### config.mk
export PLATFORM = sky130hd
export DESIGN_NAME = jpeg_idct_serialize_flat
export DESIGN_NICKNAME = d
export VERILOG_FILES = /design/src/rtl/jpeg_idct_serialize_if.sv /design/src/rtl/jpeg_idct_serialize.sv /design/src/flat_wrapper.sv
export SDC_FILE = /design/constraint.sdc
export NUM_CORES = 2
export LEC_CHECK = 0
export BUFFER_PORTS_ARGS = -buffer_cell sky130_fd_sc_hd__buf_2
export CAP_MARGIN = 40
export CORE_MARGIN = 3
export CORE_UTILIZATION = 33
export CTS_CLUSTER_DIAMETER = 80
export DETAILED_ROUTE_END_ITERATION = 10
export GPL_ROUTABILITY_DRIVEN = 0
export MAX_ROUTING_LAYER = met4
export PLACE_DENSITY = 0.56
export SYNTH_ARGS = -nofsm -noshare
export SYNTH_HDL_FRONTEND = slang
export SYNTH_SLANG_ARGS = --single-unit
### constraint.sdc
create_clock -name clk_i -period 6.97 [get_ports clk_i]
set_input_delay 0.3485 -clock clk_i [delete_from_list [all_inputs] [get_ports clk_i]]
set_output_delay 0.3485 -clock clk_i [all_outputs]
set_load 0.005 [all_outputs]
### src/rtl/jpeg_idct_serialize_if.sv
// Stream bundle for jpeg_idct_serialize: 4-lane beat input side and
// indexed single-sample output side.
interface jpeg_idct_serialize_if #(
   parameter int DATA_W = 32
);
   logic              inport_valid;
   logic [DATA_W-1:0] inport_data0;
   logic [DATA_W-1:0] inport_data1;
   logic [DATA_W-1:0] inport_data2;
   logic [DATA_W-1:0] inport_data3;
   logic [3:0]        inport_idx;
   logic              ready;
   logic              v;
   logic [DATA_W-1:0] outport_data;
   logic [5:0]        outport_idx;
   logic              yumi;

   // slave = the serializer; master = upstream producer plus downstream consumer
   modport slave (
      input  inport_valid, inport_data0, inport_data1, inport_data2, inport_data3,
      input  inport_idx, yumi,
      output ready, v, outport_data, outport_idx
   );

   modport master (
      output inport_valid, inport_data0, inport_data1, inport_data2, inport_data3,
      output inport_idx, yumi,
      input  ready, v, outport_data, outport_idx
   );
endinterface

### src/rtl/jpeg_idct_serialize.sv
// Ping-pong 4:1 serializer: collects a 64-sample block as 16 four-lane beats,
// then streams it out one sample per cycle in raster order with a 6-bit index.
module jpeg_idct_serialize #(
   parameter int DATA_W = 32
) (
   input  logic                  clk_i,
   input  logic                  rst_i,
   input  logic                  img_start_i,
   jpeg_idct_serialize_if.slave  bus
);
   typedef enum logic [1:0] {S_IDLE, S_SETUP, S_ACTIVE} state_t;

   state_t            r_state;
   logic [1:0]        r_block_ready;
   logic              r_block_wr;
   logic              r_block_rd;
   logic [5:0]        r_rd_idx;
   logic              r_v;
   logic [DATA_W-1:0] r_out_data;
   logic [DATA_W-1:0] r_mem [4][32];

   logic              w_wr_en;
   logic              w_wr_done;
   logic              w_rd_take;
   logic              w_rd_done;
   logic [5:0]        w_rd_addr;

   assign bus.ready        = ~r_block_ready[r_block_wr];
   assign bus.v            = r_v;
   assign bus.outport_data = r_out_data;
   assign bus.outport_idx  = r_rd_idx;

   assign w_wr_en   = bus.inport_valid & bus.ready;
   assign w_wr_done = w_wr_en & (bus.inport_idx == 4'd15);
   assign w_rd_take = (r_state == S_ACTIVE) & bus.yumi;
   assign w_rd_done = w_rd_take & (r_rd_idx == 6'd63);
   // Look one sample ahead on a take so the registered output keeps one/cycle.
   assign w_rd_addr = w_rd_take ? r_rd_idx + 6'd1 : r_rd_idx;

   // NOTE: the sample banks carry no reset; block_ready gates every read, so
   // their power-up contents are never observed as valid output.
   always_ff @(posedge clk_i) begin
      if (w_wr_en) begin
         r_mem[0][{r_block_wr, bus.inport_idx}] <= bus.inport_data0;
         r_mem[1][{r_block_wr, bus.inport_idx}] <= bus.inport_data1;
         r_mem[2][{r_block_wr, bus.inport_idx}] <= bus.inport_data2;
         r_mem[3][{r_block_wr, bus.inport_idx}] <= bus.inport_data3;
      end
   end

   always_ff @(posedge clk_i) begin
      if (rst_i) begin
         r_out_data <= '0;
      end else if (r_state != S_IDLE) begin
         r_out_data <= r_mem[w_rd_addr[1:0]][{r_block_rd, w_rd_addr[5:2]}];
      end
   end

   always_ff @(posedge clk_i) begin
      if (rst_i || img_start_i) begin
         r_state       <= S_IDLE;
         r_block_ready <= 2'b00;
         r_block_wr    <= 1'b0;
         r_block_rd    <= 1'b0;
         r_rd_idx      <= 6'd0;
         r_v           <= 1'b0;
      end else begin
         // Write and read completions always target opposite blocks.
         if (w_wr_done) begin
            r_block_ready[r_block_wr] <= 1'b1;
            r_block_wr                <= ~r_block_wr;
         end
         if (w_rd_done) begin
            r_block_ready[r_block_rd] <= 1'b0;
            r_block_rd                <= ~r_block_rd;
         end

         case (r_state)
            S_IDLE: begin
               if (r_block_ready[r_block_rd]) r_state <= S_SETUP;
            end
            S_SETUP: begin
               r_rd_idx <= 6'd0;
               r_v      <= 1'b1;
               r_state  <= S_ACTIVE;
            end
            S_ACTIVE: begin
               if (bus.yumi) begin
                  r_rd_idx <= r_rd_idx + 6'd1;
                  if (r_rd_idx == 6'd63) begin
                     r_v     <= 1'b0;
                     r_state <= S_IDLE;
                  end
               end
            end
            default: begin
               r_v     <= 1'b0;
               r_state <= S_IDLE;
            end
         endcase
      end
   end
endmodule
### src/flat_wrapper.sv
// flat-port wrapper written by rule: the top's interface ports become plain ports
module jpeg_idct_serialize_flat 
#(
   parameter int DATA_W = 32
)
  (clk_i, rst_i, img_start_i, bus_inport_valid, bus_inport_data0, bus_inport_data1, bus_inport_data2, bus_inport_data3, bus_inport_idx, bus_yumi, bus_ready, bus_v, bus_outport_data, bus_outport_idx);
  jpeg_idct_serialize_if #(.DATA_W(DATA_W)) bus_i ();
  input  logic clk_i;
  input  logic rst_i;
  input  logic img_start_i;
  input wire logic [$bits(bus_i.inport_valid)-1:0] bus_inport_valid;
  input wire logic [$bits(bus_i.inport_data0)-1:0] bus_inport_data0;
  input wire logic [$bits(bus_i.inport_data1)-1:0] bus_inport_data1;
  input wire logic [$bits(bus_i.inport_data2)-1:0] bus_inport_data2;
  input wire logic [$bits(bus_i.inport_data3)-1:0] bus_inport_data3;
  input wire logic [$bits(bus_i.inport_idx)-1:0] bus_inport_idx;
  input wire logic [$bits(bus_i.yumi)-1:0] bus_yumi;
  output wire logic [$bits(bus_i.ready)-1:0] bus_ready;
  output wire logic [$bits(bus_i.v)-1:0] bus_v;
  output wire logic [$bits(bus_i.outport_data)-1:0] bus_outport_data;
  output wire logic [$bits(bus_i.outport_idx)-1:0] bus_outport_idx;
  assign bus_i.inport_valid = bus_inport_valid;
  assign bus_i.inport_data0 = bus_inport_data0;
  assign bus_i.inport_data1 = bus_inport_data1;
  assign bus_i.inport_data2 = bus_inport_data2;
  assign bus_i.inport_data3 = bus_inport_data3;
  assign bus_i.inport_idx = bus_inport_idx;
  assign bus_i.yumi = bus_yumi;
  assign bus_ready = bus_i.ready;
  assign bus_v = bus_i.v;
  assign bus_outport_data = bus_i.outport_data;
  assign bus_outport_idx = bus_i.outport_idx;
  jpeg_idct_serialize #(.DATA_W(DATA_W)) u_core (.clk_i(clk_i), .rst_i(rst_i), .img_start_i(img_start_i), .bus(bus_i));
endmodule
==> results.json <==
{
  "drt-total-wl_um": 464500,
  "routed-via-count": 97510,
  "first_global_vias": 94850,
  "synthFlopType": "edfxtp_1",
  "clk_latency_worst_skew_pair_ns": 1.06,
  "multiInputGateArea_um2": 34870,
  "worst_setup_hold_path_clk_slew_ns": 0.06,
  "fin_util_pct": 38.12,
  "hold_slack_ns": 0.09323,
  "top_signal_layer_used": "met4",
  "post_route_cells_drive_above_1_share_pct": 10.55,
  "dieArea_um2": 498600,
  "setup-tns-final_ns": 0,
  "post-dp-hpwl_um": 250500,
  "die_height_um": 706.1,
  "floorplan.rows": 256,
  "drt-wirelength-per-cell_um": 25.84,
  "synth.avg_cell_area_um2": 14.81,
  "tritoncts": "built",
  "final_common_cell": "edfxtp_1",
  "fmax_mhz": 198.8,
  "wl_met2_um": 219100,
  "final-max-slew-violation-count": 0,
  "post_synth_instance_area_um2": 161800,
  "finalHoldViolations": 0,
  "crit_type": "reg -> reg",
  "power_per_cell_area_nw_per_um2": 270.3,
  "synth.yosys.warnings": 0,
  "detailedRoute.firstPassIterationCount": 6,
  "clock_sinks": 4141,
  "globalRouteOverflowTotal": 0,
  "grt.total_usage_pct": 18.53,
  "viasPerCell": 5.425,
  "layout_worst_path_cycle_share_pct": 72.18,
  "setup-violations-final": 0,
  "synth-edff-count": 4096,
  "min_period_ns": 5.031,
  "finish.net_count": 11310,
  "run_status": "complete, no violations",
  "critPathCaptureType": "flip-flop",
  "antenna_found_initial": 23,
  "placement.setup.worst_slack_ns": 2.116,
  "number_of_cells_produced_by_synthesis": 10920,
  "met1Wirelength_um": 202800,
  "power_leakage_nw": 58.37,
  "rsz0062_at_grt": "false",
  "worstPathRequired_ns": 7.85,
  "cap_violations": 0,
  "postSynth.asyncResetShare_pct": 0,
  "ios": 177,
  "type_of_the_tightest_min_delay_check": "in -> reg",
  "port-buffer-count": 176,
  "die_w_um": 706.1,
  "sequential_cell_area_um2": 123900,
  "synth_unique_cells": 79,
  "synth_fp_nets": 11060,
  "clock-skew-final_ns": 0.1352,
  "clock_path_buffers": 4,
  "initial_utilization_pct": 33.20,
  "design_power_total_mw": 50.20,
  "dp.cells": 17070,
  "ir_drop_mv": 0.2731,
  "critical_path_peak_fanout": 57,
  "largest_net_degree_at_the_start_of_global_routing": 172,
  "cts_root_buf": "clkbuf_16",
  "core-area_um2": 487200,
  "timing_worst_slew_pin_value_ns": 1.058,
  "stdcell_area_um2": 185700,
  "area_growth_pct": 14.82,
  "mostFrequentLayoutCells": "4096 x edfxtp_1, 2450 x nand2_1, 638 x nand3_1",
  "placed_area_um2": 171100,
  "ant_nets": 0,
  "dr_wl_met3_um": 32610,
  "numCtsBuffers": 417,
  "grt_pass1_wl_um": 675400,
  "post_layout_nonfiller_instances": 17970,
  "setup.worst_path.start_class": "flip-flop",
  "postLayoutSetupSlackWorst_ns": 1.939,
  "clock_tree.htree_level_count": 5,
  "final.fill_count": 44930,
  "synth-seq-cells": 4141,
  "critPathArrivalTime_ns": 5.91,
  "initialDrtViolationCount": 10780,
  "drc": 0,
  "synth-seq-area-share_pct": 76.60,
  "max_slew_headroom_at_the_worst_pin_pct": 29.44
}
## where the power goes
| part | leakage, nW | total, mW | internal, mW | switching (mW) |
|---|---|---|---|---|
| combinational | 14.6 | 0.795 | 0.136 | 0.659 |
| clock | 6.46 | 21.8 | 12.3 | 9.56 |
| sequential | 37.3 | 27.6 | 27.5 | 0.0369 |
| total | 58.4 | 50.2 | 39.9 | 10.3 |
## critical path, stage by stage, from the launching register on
cell and delay (ns):
dfxtp_4 0.81, ha_4 0.44, and4b_1 0.50, a21o_4 0.35
buf_16 0.30, buf_4 0.64, buf_4 0.50, mux2i_1 0.14
a32oi_1 0.17, a31oi_1 0.10, or3_1 0.38, nor4_1 0.20
a21oi_1 0.13, o31ai_1 0.09
## worst paths after layout
path	start	to	slack (ns)	depth (start not counted)
worst min register to register	u_core.r_block_ready[1]	u_core.r_block_ready[1]	0.52	2
worst max register to register	u_core.bus.outport_idx[0]	u_core.bus.outport_data[12]	1.94	13
worst max-delay path	u_core.bus.outport_idx[0]	u_core.bus.outport_data[12]	1.94	13
worst min-delay path	bus_inport_idx[1]	u_core.r_mem[0][957]	0.09	4
## final cells by class
type | count | share of cell area (%)
clock buffers | 533 | 5.946
diodes | 12 | 0.01617
inverters | 5 | 0.01145
well taps | 6450 | 4.345
repair buffers | 562 | 2.989
flip-flops and latches | 4141 | 66.71
multi-input cells | 6042 | 18.77
clock inverters | 228 | 1.205
## sequential cells by signal, summed over array words and instances, names as in the netlist
| register | count |
|---|---|
| u_core.r_state | 2 |
| u_core.bus.outport_data | 32 |
| u_core.r_block_wr | 1 |
| u_core.r_block_ready | 2 |
| u_core.r_block_rd | 1 |
| u_core.bus.outport_idx | 6 |
| u_core.r_mem | 4096 |
| u_core.bus.v | 1 |
## cells in the mapped netlist (20+ instances only)
master	n	share of area, %
edfxtp_1	4096	76
nand2_1	2459	5.7
nand3_1	641	2.0
a21oi_1	452	1.4
a32oi_1	426	2.3
mux2i_1	376	2.3
buf_2	315	0.97
a31oi_1	305	1.2
nor2_1	301	0.70
clkbuf_1	274	0.64
o22ai_1	207	0.80
nor3_1	166	0.51
mux4_2	102	1.4
buf_1	79	0.18
nor4_1	74	0.29
a22oi_1	70	0.32
o221ai_1	64	0.35
buf_4	53	0.25
a2111oi_0	45	0.24
dfxtp_1	45	0.56
o21ai_0	37	0.11
or3_1	29	0.11
and3_1	26	0.10
a221oi_1	23	0.12
o31ai_1	23	0.11
o21bai_1	20	0.093
## what timing repair did
action | in CTS | in global routing
hold buffers | 134 | 0
resized for setup | 0 | 0
setup buffers | 0 | 0
hold endpoints to repair | 3745 | 0
## per-layer routing
layer  GRT usage [%]  up-vias
met5               -        -
met4           4.020        0
met3           2.642      592
met2           29.21     3700
met1           25.59    50520
li1                -    42700
## cell families (layout without fill, tap and decap cells)
kind of cell,Yosys count,count (layout),synth area share (%)
adders and majority gates,1,1,0.007734
DFF,4141,4141,76.60
other,0,12,0
buffers and inverters,741,1328,2.170
muxes,482,482,3.775
xor gates and xnor gates,11,11,0.07349
AOI/OAI and AO/OA,1790,1790,7.705
and+or+nand+nor,3758,3758,9.673
Note: power is estimated with default switching activity, not from simulation.
